--- config.mk ---
export PLATFORM = sky130hd
export DESIGN_NAME = mem_bus_arbiter_flat
export DESIGN_NICKNAME = d
export VERILOG_FILES = /design/src/rtl/mem_bus_arbiter_pkg.sv /design/src/rtl/mem_bus_arbiter_if.sv /design/src/rtl/mem_bus_arbiter_decode.sv /design/src/rtl/mem_bus_arbiter.sv /design/src/flat_wrapper.sv
export SDC_FILE = /design/constraint.sdc
export NUM_CORES = 1
export LEC_CHECK = 0
export CAP_MARGIN = 20
export CORE_AREA = 5 5 136 138
export CTS_CLUSTER_SIZE = 8
export DETAILED_ROUTE_END_ITERATION = 7
export DIE_AREA = 0 0 141 143
export PLACE_DENSITY = 0.6
export SLEW_MARGIN = 5
export SYNTH_ARGS = -nofsm -noshare
export SYNTH_HDL_FRONTEND = slang
export SYNTH_SLANG_ARGS = --single-unit
--- constraint.sdc ---
create_clock -name clk_i -period 2.6 [get_ports clk_i]
set_input_delay 0.65 -clock clk_i [delete_from_list [all_inputs] [get_ports clk_i]]
set_output_delay 0.65 -clock clk_i [all_outputs]
set_load 0.01 [all_outputs]
--- src/rtl/mem_bus_arbiter_pkg.sv ---
// rtl/mem_bus_arbiter_pkg.sv - shared types and default constants for the memory bus arbiter
package soc_bus_pkg;

    typedef enum logic {
        OWNER_INSTR,
        OWNER_DATA
    } owner_e;

    typedef enum logic [1:0] {
        REGION_MEM,
        REGION_PER,
        REGION_NONE
    } region_e;

    typedef enum logic {
        IDLE,
        PER_WAIT
    } arb_state_e;

    localparam logic [31:0] MEM_START_DEFAULT = 32'h0000_0000;
    localparam logic [15:0] PER_BASE_DEFAULT  = 16'hFF00;

endpackage

--- src/rtl/mem_bus_arbiter_if.sv ---
// rtl/mem_bus_arbiter_if.sv - core-side and target-side bus signals of the memory bus arbiter
interface mem_bus_arbiter_if;

    // instruction-fetch port
    logic        instr_req_i;
    logic [31:0] instr_addr_i;
    logic        instr_gnt_o;
    logic        instr_rvalid_o;
    logic [31:0] instr_rdata_o;
    logic        instr_err_o;

    // load/store port
    logic        data_req_i;
    logic        data_we_i;
    logic [3:0]  data_be_i;
    logic [31:0] data_addr_i;
    logic [31:0] data_wdata_i;
    logic        data_gnt_o;
    logic        data_rvalid_o;
    logic [31:0] data_rdata_o;
    logic        data_err_o;

    // single-port SRAM
    logic        mem_req_o;
    logic        mem_we_o;
    logic [3:0]  mem_be_o;
    logic [31:0] mem_addr_o;
    logic [31:0] mem_wdata_o;
    logic [31:0] mem_rdata_i;

    // peripheral register window
    logic        per_req_o;
    logic        per_we_o;
    logic [15:0] per_addr_o;
    logic [31:0] per_wdata_o;
    logic        per_rvalid_i;
    logic [31:0] per_rdata_i;

    // arbiter side
    modport slave (
        input  instr_req_i, instr_addr_i,
        output instr_gnt_o, instr_rvalid_o, instr_rdata_o, instr_err_o,
        input  data_req_i, data_we_i, data_be_i, data_addr_i, data_wdata_i,
        output data_gnt_o, data_rvalid_o, data_rdata_o, data_err_o,
        output mem_req_o, mem_we_o, mem_be_o, mem_addr_o, mem_wdata_o,
        input  mem_rdata_i,
        output per_req_o, per_we_o, per_addr_o, per_wdata_o,
        input  per_rvalid_i, per_rdata_i
    );

    // core and target side
    modport master (
        output instr_req_i, instr_addr_i,
        input  instr_gnt_o, instr_rvalid_o, instr_rdata_o, instr_err_o,
        output data_req_i, data_we_i, data_be_i, data_addr_i, data_wdata_i,
        input  data_gnt_o, data_rvalid_o, data_rdata_o, data_err_o,
        input  mem_req_o, mem_we_o, mem_be_o, mem_addr_o, mem_wdata_o,
        output mem_rdata_i,
        input  per_req_o, per_we_o, per_addr_o, per_wdata_o,
        output per_rvalid_i, per_rdata_i
    );

endinterface

--- src/rtl/mem_bus_arbiter_decode.sv ---
// rtl/mem_bus_arbiter_decode.sv - combinational address-to-region decoder
module bus_addr_decode
    import soc_bus_pkg::*;
#(
    parameter logic [31:0] MEM_START = MEM_START_DEFAULT,
    parameter int unsigned MEM_SIZE  = 262144,
    parameter logic [15:0] PER_BASE  = PER_BASE_DEFAULT
) (
    input  logic [31:0] i_addr,
    input  logic        i_is_data,
    output region_e     o_region
);

    localparam logic [31:0] MEM_MASK = ~(32'(MEM_SIZE) - 32'd1);

    // SRAM wins over the peripheral window; the window is reachable only from the data port
    always_comb begin
        o_region = REGION_NONE;
        if ((i_addr & MEM_MASK) == MEM_START) begin
            o_region = REGION_MEM;
        end else if (i_is_data && (i_addr[31:16] == PER_BASE)) begin
            o_region = REGION_PER;
        end
    end

endmodule

--- src/rtl/mem_bus_arbiter.sv ---
// rtl/mem_bus_arbiter.sv - shares SRAM and peripheral window between fetch and data ports
module mem_bus_arbiter
    import soc_bus_pkg::*;
#(
    parameter logic [31:0] MEM_START   = MEM_START_DEFAULT,
    parameter int unsigned MEM_SIZE    = 262144,
    parameter logic [15:0] PER_BASE    = PER_BASE_DEFAULT,
    parameter int unsigned MAX_STREAK  = 4,
    parameter int unsigned PER_TIMEOUT = 16
) (
    input  logic               clk_i,
    input  logic               rst_i,
    mem_bus_arbiter_if.slave   bus
);

    localparam logic [3:0] STREAK_MAX = 4'(MAX_STREAK);
    localparam logic [7:0] TIMER_LAST = 8'(PER_TIMEOUT - 1);

    arb_state_e r_state, w_state_next;
    logic [3:0] r_streak, w_streak_next;
    logic [7:0] r_timer, w_timer_next;
    logic       r_resp_valid, w_resp_valid_next;
    owner_e     r_resp_owner, w_resp_owner_next;
    logic       r_resp_mem, w_resp_mem_next;

    region_e    w_instr_region;
    region_e    w_data_region;
    region_e    w_gnt_region;
    logic       w_gnt_instr;
    logic       w_gnt_data;
    logic       w_gnt_any;
    logic       w_per_req;
    logic       w_per_done;
    logic       w_per_timeout;
    logic       w_data_reg_resp;

    bus_addr_decode #(
        .MEM_START (MEM_START),
        .MEM_SIZE  (MEM_SIZE),
        .PER_BASE  (PER_BASE)
    ) u_decode_instr (
        .i_addr    (bus.instr_addr_i),
        .i_is_data (1'b0),
        .o_region  (w_instr_region)
    );

    bus_addr_decode #(
        .MEM_START (MEM_START),
        .MEM_SIZE  (MEM_SIZE),
        .PER_BASE  (PER_BASE)
    ) u_decode_data (
        .i_addr    (bus.data_addr_i),
        .i_is_data (1'b1),
        .o_region  (w_data_region)
    );

    // Data has priority unless fetch has already waited MAX_STREAK data grants
    always_comb begin
        w_gnt_data  = 1'b0;
        w_gnt_instr = 1'b0;
        if (!rst_i && (r_state == IDLE)) begin
            if (bus.data_req_i && (!bus.instr_req_i || (r_streak != STREAK_MAX))) begin
                w_gnt_data = 1'b1;
            end else if (bus.instr_req_i) begin
                w_gnt_instr = 1'b1;
            end
        end
        w_gnt_any     = w_gnt_instr || w_gnt_data;
        w_gnt_region  = w_gnt_data ? w_data_region : w_instr_region;
        w_per_req     = w_gnt_data && (w_data_region == REGION_PER);
        w_per_done    = !rst_i && (r_state == PER_WAIT) && bus.per_rvalid_i;
        w_per_timeout = !rst_i && (r_state == PER_WAIT) && !bus.per_rvalid_i
                        && (r_timer == TIMER_LAST);
    end

    // Target requests follow the granted port in the grant cycle
    always_comb begin
        bus.mem_req_o   = w_gnt_any && (w_gnt_region == REGION_MEM);
        bus.mem_we_o    = w_gnt_data && bus.data_we_i;
        bus.mem_be_o    = w_gnt_data ? bus.data_be_i : 4'hF;
        bus.mem_addr_o  = w_gnt_data ? bus.data_addr_i : bus.instr_addr_i;
        bus.mem_wdata_o = w_gnt_data ? bus.data_wdata_i : 32'h0;
        bus.per_req_o   = w_per_req;
        bus.per_we_o    = w_per_req && bus.data_we_i;
        bus.per_addr_o  = bus.data_addr_i[15:0];
        bus.per_wdata_o = bus.data_wdata_i;
        bus.instr_gnt_o = w_gnt_instr;
        bus.data_gnt_o  = w_gnt_data;
    end

    // Responses: registered for SRAM/unmapped, combinational for peripheral completion
    always_comb begin
        bus.instr_rvalid_o = r_resp_valid && (r_resp_owner == OWNER_INSTR);
        bus.instr_err_o    = bus.instr_rvalid_o && !r_resp_mem;
        bus.instr_rdata_o  = (bus.instr_rvalid_o && r_resp_mem) ? bus.mem_rdata_i : 32'h0;

        w_data_reg_resp    = r_resp_valid && (r_resp_owner == OWNER_DATA);
        bus.data_rvalid_o  = w_data_reg_resp || w_per_done || w_per_timeout;
        bus.data_err_o     = (w_data_reg_resp && !r_resp_mem) || w_per_timeout;
        if (w_per_done) begin
            bus.data_rdata_o = bus.per_rdata_i;
        end else if (w_data_reg_resp && r_resp_mem) begin
            bus.data_rdata_o = bus.mem_rdata_i;
        end else begin
            bus.data_rdata_o = 32'h0;
        end
    end

    // Next-state: FSM, timeout counter, pending response and fetch starvation streak
    always_comb begin
        w_state_next      = r_state;
        w_timer_next      = r_timer;
        w_streak_next     = r_streak;
        w_resp_valid_next = 1'b0;
        w_resp_owner_next = r_resp_owner;
        w_resp_mem_next   = r_resp_mem;

        case (r_state)
            IDLE: begin
                if (w_per_req) begin
                    w_state_next = PER_WAIT;
                    w_timer_next = 8'd0;
                end
            end
            PER_WAIT: begin
                if (w_per_done || w_per_timeout) begin
                    w_state_next = IDLE;
                end else begin
                    w_timer_next = r_timer + 8'd1;
                end
            end
            default: w_state_next = IDLE;
        endcase

        if (w_gnt_any && (w_gnt_region != REGION_PER)) begin
            w_resp_valid_next = 1'b1;
            w_resp_owner_next = w_gnt_data ? OWNER_DATA : OWNER_INSTR;
            w_resp_mem_next   = (w_gnt_region == REGION_MEM);
        end

        if (!bus.instr_req_i || w_gnt_instr) begin
            w_streak_next = 4'd0;
        end else if (w_gnt_data && (r_streak != STREAK_MAX)) begin
            w_streak_next = r_streak + 4'd1;
        end
    end

    // State registers with synchronous reset
    always_ff @(posedge clk_i) begin
        if (rst_i) begin
            r_state      <= IDLE;
            r_streak     <= 4'd0;
            r_timer      <= 8'd0;
            r_resp_valid <= 1'b0;
            r_resp_owner <= OWNER_INSTR;
            r_resp_mem   <= 1'b0;
        end else begin
            r_state      <= w_state_next;
            r_streak     <= w_streak_next;
            r_timer      <= w_timer_next;
            r_resp_valid <= w_resp_valid_next;
            r_resp_owner <= w_resp_owner_next;
            r_resp_mem   <= w_resp_mem_next;
        end
    end

endmodule

--- src/flat_wrapper.sv ---
// flat-port wrapper written by rule: the top's interface ports become plain ports
module mem_bus_arbiter_flat import soc_bus_pkg::*;
#(
    parameter logic [31:0] MEM_START   = MEM_START_DEFAULT,
    parameter int unsigned MEM_SIZE    = 262144,
    parameter logic [15:0] PER_BASE    = PER_BASE_DEFAULT,
    parameter int unsigned MAX_STREAK  = 4,
    parameter int unsigned PER_TIMEOUT = 16
)
  (clk_i, rst_i, bus_instr_req_i, bus_instr_addr_i, bus_instr_gnt_o, bus_instr_rvalid_o, bus_instr_rdata_o, bus_instr_err_o, bus_data_req_i, bus_data_we_i, bus_data_be_i, bus_data_addr_i, bus_data_wdata_i, bus_data_gnt_o, bus_data_rvalid_o, bus_data_rdata_o, bus_data_err_o, bus_mem_req_o, bus_mem_we_o, bus_mem_be_o, bus_mem_addr_o, bus_mem_wdata_o, bus_mem_rdata_i, bus_per_req_o, bus_per_we_o, bus_per_addr_o, bus_per_wdata_o, bus_per_rvalid_i, bus_per_rdata_i);
  mem_bus_arbiter_if bus_i ();
  input  logic clk_i;
  input  logic rst_i;
  input wire logic [$bits(bus_i.instr_req_i)-1:0] bus_instr_req_i;
  input wire logic [$bits(bus_i.instr_addr_i)-1:0] bus_instr_addr_i;
  output wire logic [$bits(bus_i.instr_gnt_o)-1:0] bus_instr_gnt_o;
  output wire logic [$bits(bus_i.instr_rvalid_o)-1:0] bus_instr_rvalid_o;
  output wire logic [$bits(bus_i.instr_rdata_o)-1:0] bus_instr_rdata_o;
  output wire logic [$bits(bus_i.instr_err_o)-1:0] bus_instr_err_o;
  input wire logic [$bits(bus_i.data_req_i)-1:0] bus_data_req_i;
  input wire logic [$bits(bus_i.data_we_i)-1:0] bus_data_we_i;
  input wire logic [$bits(bus_i.data_be_i)-1:0] bus_data_be_i;
  input wire logic [$bits(bus_i.data_addr_i)-1:0] bus_data_addr_i;
  input wire logic [$bits(bus_i.data_wdata_i)-1:0] bus_data_wdata_i;
  output wire logic [$bits(bus_i.data_gnt_o)-1:0] bus_data_gnt_o;
  output wire logic [$bits(bus_i.data_rvalid_o)-1:0] bus_data_rvalid_o;
  output wire logic [$bits(bus_i.data_rdata_o)-1:0] bus_data_rdata_o;
  output wire logic [$bits(bus_i.data_err_o)-1:0] bus_data_err_o;
  output wire logic [$bits(bus_i.mem_req_o)-1:0] bus_mem_req_o;
  output wire logic [$bits(bus_i.mem_we_o)-1:0] bus_mem_we_o;
  output wire logic [$bits(bus_i.mem_be_o)-1:0] bus_mem_be_o;
  output wire logic [$bits(bus_i.mem_addr_o)-1:0] bus_mem_addr_o;
  output wire logic [$bits(bus_i.mem_wdata_o)-1:0] bus_mem_wdata_o;
  input wire logic [$bits(bus_i.mem_rdata_i)-1:0] bus_mem_rdata_i;
  output wire logic [$bits(bus_i.per_req_o)-1:0] bus_per_req_o;
  output wire logic [$bits(bus_i.per_we_o)-1:0] bus_per_we_o;
  output wire logic [$bits(bus_i.per_addr_o)-1:0] bus_per_addr_o;
  output wire logic [$bits(bus_i.per_wdata_o)-1:0] bus_per_wdata_o;
  input wire logic [$bits(bus_i.per_rvalid_i)-1:0] bus_per_rvalid_i;
  input wire logic [$bits(bus_i.per_rdata_i)-1:0] bus_per_rdata_i;
  assign bus_i.instr_req_i = bus_instr_req_i;
  assign bus_i.instr_addr_i = bus_instr_addr_i;
  assign bus_instr_gnt_o = bus_i.instr_gnt_o;
  assign bus_instr_rvalid_o = bus_i.instr_rvalid_o;
  assign bus_instr_rdata_o = bus_i.instr_rdata_o;
  assign bus_instr_err_o = bus_i.instr_err_o;
  assign bus_i.data_req_i = bus_data_req_i;
  assign bus_i.data_we_i = bus_data_we_i;
  assign bus_i.data_be_i = bus_data_be_i;
  assign bus_i.data_addr_i = bus_data_addr_i;
  assign bus_i.data_wdata_i = bus_data_wdata_i;
  assign bus_data_gnt_o = bus_i.data_gnt_o;
  assign bus_data_rvalid_o = bus_i.data_rvalid_o;
  assign bus_data_rdata_o = bus_i.data_rdata_o;
  assign bus_data_err_o = bus_i.data_err_o;
  assign bus_mem_req_o = bus_i.mem_req_o;
  assign bus_mem_we_o = bus_i.mem_we_o;
  assign bus_mem_be_o = bus_i.mem_be_o;
  assign bus_mem_addr_o = bus_i.mem_addr_o;
  assign bus_mem_wdata_o = bus_i.mem_wdata_o;
  assign bus_i.mem_rdata_i = bus_mem_rdata_i;
  assign bus_per_req_o = bus_i.per_req_o;
  assign bus_per_we_o = bus_i.per_we_o;
  assign bus_per_addr_o = bus_i.per_addr_o;
  assign bus_per_wdata_o = bus_i.per_wdata_o;
  assign bus_i.per_rvalid_i = bus_per_rvalid_i;
  assign bus_i.per_rdata_i = bus_per_rdata_i;
  mem_bus_arbiter #(.MEM_START(MEM_START), .MEM_SIZE(MEM_SIZE), .PER_BASE(PER_BASE), .MAX_STREAK(MAX_STREAK), .PER_TIMEOUT(PER_TIMEOUT)) u_core (.clk_i(clk_i), .rst_i(rst_i), .bus(bus_i));
endmodule
==> results.toml, run 1 <==
[critical_path]
slowest_delay_ps = 320
worstPathArrival_ps = 1940
crit_fanout = 2
cp_data_required_time_ps = 1950
reg2reg_depth = 14
critPathMostFrequentCell = "buf_4"
cp-start-kind = "primary input"
end_kind = "output pin"
crit_type = "primary input to output pin"
crit_chain = "clkdlybuf4s15_1, nor4_4, buf_4, nand4_1, nor3_4, or2_4, buf_4"
slowest_stage = "nor4_4"

[die]
ioPinCount = 360
die_height_um = 143
row_count = 48
dieArea_sq_mm = 0.0202
dieWidth_um = 141
core_sq_mm = 0.0171
start_util = 0.147

[layout]
drive_above_1_share = 0.240
n_antenna_cell = 0
finalInstanceArea_sq_mm = 0.00670
area_delta_synth_final_pct = 168
nNetsFinal = 928
layout.cells.non_filler = 979

[route]
drtPass1Iterations = 5
vias = 4187
drc_errors = 0
wl_per_cell_um = 17.8
wirelength_um = 17500
viasPerCell = 4.28
antenna_left = 0
dr.first_iter.drc_count = 144

[global_route]
grt_antenna_before_repair = 1
grt_usage = 0.154
grt_start_max_net_pins = 36
grt_pass1_wl_um = 24500
overflow = 0
grt_pass1_vias = 4215

[logic_synthesis]
ys_seq_elements = 16
synthFlopType = "dfxtp_1"
seq_area_frac_synth = 0.128
netlist_area_sq_mm = 0.00250
synth.distinct_cells = 41
synth_top_area_cell = "and3_1"
synthTopCellsByArea = "and3_1 17%, nand2_1 15%, buf_4 14%"
synth_edf_count = 0
yosys_warnings = 0
synth_common_cells = "103 x nand2_1, 68 x and3_1, 48 x buf_4"
synth_top_area_share = 0.170
yosysMostFrequentCell = "nand2_1"
synth.avg_cell_area_sq_um = 6.34
syn_inst = 395
syn_nets = 568
async_flop_share = 0

[sta]
clock_skew_ps = 3.63
worstMarginPinSlew_ps = 353
setup_slack_ps = 14.1
fin_crit_ps = 2590
post-route-period-util = 0.995
relSlewSlack = 0.764
hold_viol = 0
setup_viol_count_final = 0
final-max-slew-violation-count = 0
rsz0062_at_grt = "true"
setup_tns_ps = 0
fmax_mhz = 387

[min_path]
whs_path_depth = 2
min_path_type = "register to register"

[job]
drv_cap = 0

[power_and_ir_drop]
cellLeakagePower_nw = 3.34
peakVddDrop_mv = 0.199
total_power_mw = 1.33
power_density_mw_per_mm2 = 198

[clock_network]
cts_buffers = 3
clk_latency_ps = 250
clock-sinks = 16
cts_tree = "done"
clockBufferDepth = 2
ctsRootBufferMaster = "clkbuf_16"
clk_pin_slew_ps = 50
cts.htree.levels = 1

[run_status]
status = "complete, no violations"

[place]
place_hpwl_um = 13700
port_buffers = 359
gp_congestion = 0.872
placed_area_sq_mm = 0.00631
dpl.cell_count = 944
preCtsSetupSlack_ps = -824
cell families (layout without fill, tap and decap cells):
| group | after synthesis | in the layout | share of synthesized area |
|---|---|---|---|
| AOI/OAI and AO/OA | 56 | 56 | 0.170 |
| xor gates and xnor gates | 5 | 5 | 0.0175 |
| adders and majority gates | 3 | 3 | 0.0150 |
| buffers and inverters | 84 | 443 | 0.204 |
| DFF | 16 | 16 | 0.128 |
| and+or+nand+nor | 231 | 231 | 0.466 |
worst max-delay path, delay by kind of cell:
kind	cells	cell delay, ps
and+or+nand+nor	4	760
buffers and inverters	3	520
registers in the layout, indices dropped and copies added (netlist names):
register	flops
u_core.r_state	1
u_core.r_resp_mem	1
u_core.r_timer	8
u_core.r_resp_valid	1
u_core.r_streak	4
u_core.r_resp_owner	1
cell type report:
| class | instances | area (sq um) |
|---|---|---|
| clock buffer | 4 | 88.8 |
| fill | 1788 | 10400 |
| inverter | 6 | 25.0 |
| multi-input combinational | 295 | 1810 |
| sequential | 16 | 322 |
| tap | 225 | 282 |
| timing repair buffer | 433 | 4170 |
through the flow:
stage | hold WS [ps] | util
finish | 498 | 0.393
global placement | 478 | 0.370
floorplan | 459 | -
global route | 525 | 0.393
CTS | 496 | 0.386
detailed placement | 486 | 0.370
power breakdown:
group	switching [mW]	leakage [nW]	internal, mW
Clock	0.0996	0.0442	0.234
Sequential	0.00168	0.130	0.248
Combinational	0.288	3.17	0.457
layout by cell type, fill, tap and decap left out, types with 5 or more instances in the layout:
cell type	count
clkbuf_16	5
buf_6	11
a21oi_1	9
o21ai_0	5
nand3_1	10
buf_16	7
clkbuf_2	15
buf_4	46
nand2b_1	5
dfxtp_1	15
dlygate4sd2_1	14
inv_1	5
clkdlybuf4s15_1	24
buf_2	58
buf_12	11
and3_1	68
a22o_1	32
dlymetal6s2s_1	19
nor2_1	10
clkdlybuf4s50_1	221
nand2_1	100
layer usage:
layer  GRT usage  vias to the layer above  wire [um]
met4      0.0352                        2        282
met1       0.180                     1901       6800
met3      0.0415                       18       1560
met2       0.281                      210       8810
li1            -                     2056          -
met5           0                        -          7
what timing repair did:
item / CTS / global route
setup endpoints to repair: 108 / 83
hold buffers: 0 / 0
pin swaps: 15 / 19
setup buffers: 23 / 3
resized for setup: 359 / 83
gates cloned: 7 / 2
path summary, 6_finish.rpt:
check / start / endpoint / slack, ps
max: bus_instr_addr_i[21] / bus_mem_req_o / 10
min: u_core.r_timer[7] / u_core.r_timer[7] / 500
max reg2reg: u_core.r_streak[0] / u_core.r_resp_mem / 340
min reg2reg: u_core.r_timer[7] / u_core.r_timer[7] / 500
No activity file was read; power rests on OpenSTA's default activity.
==> run 2, diff against run 1 <==
--- a/config.mk
+++ b/config.mk
@@ -12,2 +12,4 @@
 export DIE_AREA = 0 0 141 143
+export GPL_ROUTABILITY_DRIVEN = 0
+export GPL_TIMING_DRIVEN = 0
 export PLACE_DENSITY = 0.6
==> constraint.sdc (replaced) <==
create_clock -name clk_i -period 2.6 [get_ports clk_i]
set_input_delay 0.78 -clock clk_i [delete_from_list [all_inputs] [get_ports clk_i]]
set_output_delay 0.78 -clock clk_i [all_outputs]
set_load 0.01 [all_outputs]
==> run 2 against run 1 <==
Net effect: the run now ends with setup timing left; sequential cell count stayed put; wire length down 1.2%; largest cell class unchanged; highest routed layer is now met4; clock-buffer cell count is the same.
==> results.toml, run 2 (same netlist as run 1, synthesis figures left out) <==
[clock_network]
clock-sinks = 16
cts_hold_buf = 0
clockBufferDepth = 2
cts.htree.levels = 1
cts_tree = "done"
clk_pin_slew_ps = 50
cts_buffers = 3
clk_latency_ps = 240
ctsRootBufferMaster = "clkbuf_16"

[layout]
layout_commonest_cell = "clkdlybuf4s50_1"
seq_area_sq_um = 322
multi_input_area_sq_mm = 0.00217
nNetsFinal = 978
layout.cells.non_filler = 1029
fillerInstances = 1750
final_cell_mix = "139 x clkdlybuf4s50_1, 100 x dlygate4sd2_1, 78 x buf_4, 70 x buf_6, 56 x nand2_1"
largest_register = "u_core.r_timer"
reg_top3 = "u_core.r_timer x8, u_core.r_streak x4"
area_delta_synth_final_pct = 193
drive_above_1_share = 0.424
finalInstanceArea_sq_mm = 0.00735
n_antenna_cell = 0
largest_register_ffs = 8

[critical_path]
crit_type = "primary input to output pin"
crit_fanout = 7
crit_chain = "buf_8, buf_8, nor3b_4, nand2_2, buf_6, buf_12, clkbuf_16, nand2_2, nand2_1, buf_2"
slowest_delay_ps = 200
worstPathArrival_ps = 1980
cp_data_required_time_ps = 1820
cp-start-kind = "primary input"
slowest_stage = "nor3b_4"
end_kind = "output pin"

[place]
dpl.cell_count = 979
placed_area_sq_mm = 0.00639
place_hpwl_um = 13400
port_buffers = 359

[sta]
setup_slack_ps = -164
relSlewSlack = 0.665
post-route-period-util = 1.06
worstMarginPinSlew_ps = 499
fmax_mhz = 362
rsz0062_at_grt = "true"
final-max-slew-violation-count = 0
hold_viol = 0
setup_viol_count_final = 100
fin_crit_ps = 2760
clock_skew_ps = 0.641

[power_and_ir_drop]
peakVddDrop_mv = 0.131
power_density_mw_per_mm2 = 197
cellLeakagePower_nw = 3.71

[route]
wirelength_um = 17300
dr.first_iter.drc_count = 110
wl_met1_um = 6470
wl_met2_um = 9150
vias = 4400
drtPass1Iterations = 4
wl_per_cell_um = 16.8
routed-wl-met3_um = 1310
top_layer = "met4"
drc_errors = 0
antenna_left = 0
viasPerCell = 4.28

[global_route]
grt_start_max_net_pins = 11
grt_pass1_wl_um = 24800
grt_usage = 0.152
overflow = 0
grt_antenna_before_repair = 0
grt_pass1_vias = 4540

[die]
dieArea_sq_mm = 0.0202
core_sq_mm = 0.0171
dieWidth_um = 141
die_height_um = 143
row_count = 48
ioPinCount = 360
start_util = 0.147

[run_status]
violations = "setup timing"
status = "finished, violations left"

[min_path]
min_path_type = "register to register"

[job]
drv_cap = 0
## run 2: cell count changes in the layout (fill, tap and decap cells not counted), moves of 8 or more
cell             change
clkdlybuf4s15_1     -21
nand2_1             -44
nand2_2             +38
and3_1              -27
and3_4              +27
dlygate4sd2_1       +86
buf_6               +59
dlymetal6s2s_1      -18
buf_4               +32
buf_12               -8
clkdlybuf4s50_1     -82
## run 2: worst paths after layout
kind,slack (ps),cells past startpoint,start,end
setup / recovery,-160,10,rst_i,bus_mem_addr_o[13]
hold reg to reg,500,2,u_core.r_timer[7],u_core.r_timer[7]
setup reg to reg,650,12,u_core.r_streak[0],u_core.r_resp_mem
hold / removal,500,2,u_core.r_timer[7],u_core.r_timer[7]
## run 2: what timing repair did
item	4_1_cts	5_1_grt
setup buffers	31	13
cloned	9	2
resized for setup	696	152
setup endpoints to repair	196	126
pin swaps	52	64
## run 2: cell type report
type	count	share of cell area
buffer	74	0.0906
clock buffer	4	0.0121
inverter	6	0.00477
multi-input combinational	295	0.295
sequential	16	0.0437
tap	225	0.0383
timing repair buffer	409	0.515
## run 2: layer usage
| layer | vias to the layer above | GRT usage |
|---|---|---|
| met1 | 2007 | 0.172 |
| met4 | 0 | 0.0347 |
| li1 | 2160 | - |
| met3 | 26 | 0.0412 |
| met5 | - | 0 |
| met2 | 207 | 0.285 |
## run 2: power by group
group / total, mW / internal, mW / switching [mW]
combinational: 0.864 / 0.537 / 0.327
sequential: 0.250 / 0.248 / 0.00216
clock: 0.330 / 0.234 / 0.0966
total: 1.44 / 1.02 / 0.426
## run 2: worst max-delay path: cells and delay by family
| kind | cells | cell delay (ps) |
|---|---|---|
| simple gates | 4 | 410 |
| buf+inv | 6 | 810 |
## run 2: stage by stage
stage / TNS, ps / total power [mW] / hold WS [ps] / setup slack (ps) / utilization
2_1_floorplan: -20.9 / 0.477 / 459 / -20.9 / -
3_3_place_gp: -143590 / 1.01 / 480 / -1400 / 0.375
3_5_place_dp: -145230 / 1.01 / 481 / -1430 / 0.375
4_1_cts: -12950 / 1.36 / 489 / -205 / 0.400
5_1_grt: -14150 / 1.52 / 549 / -205 / 0.431
6_report: -9370 / 1.44 / 501 / -164 / 0.431
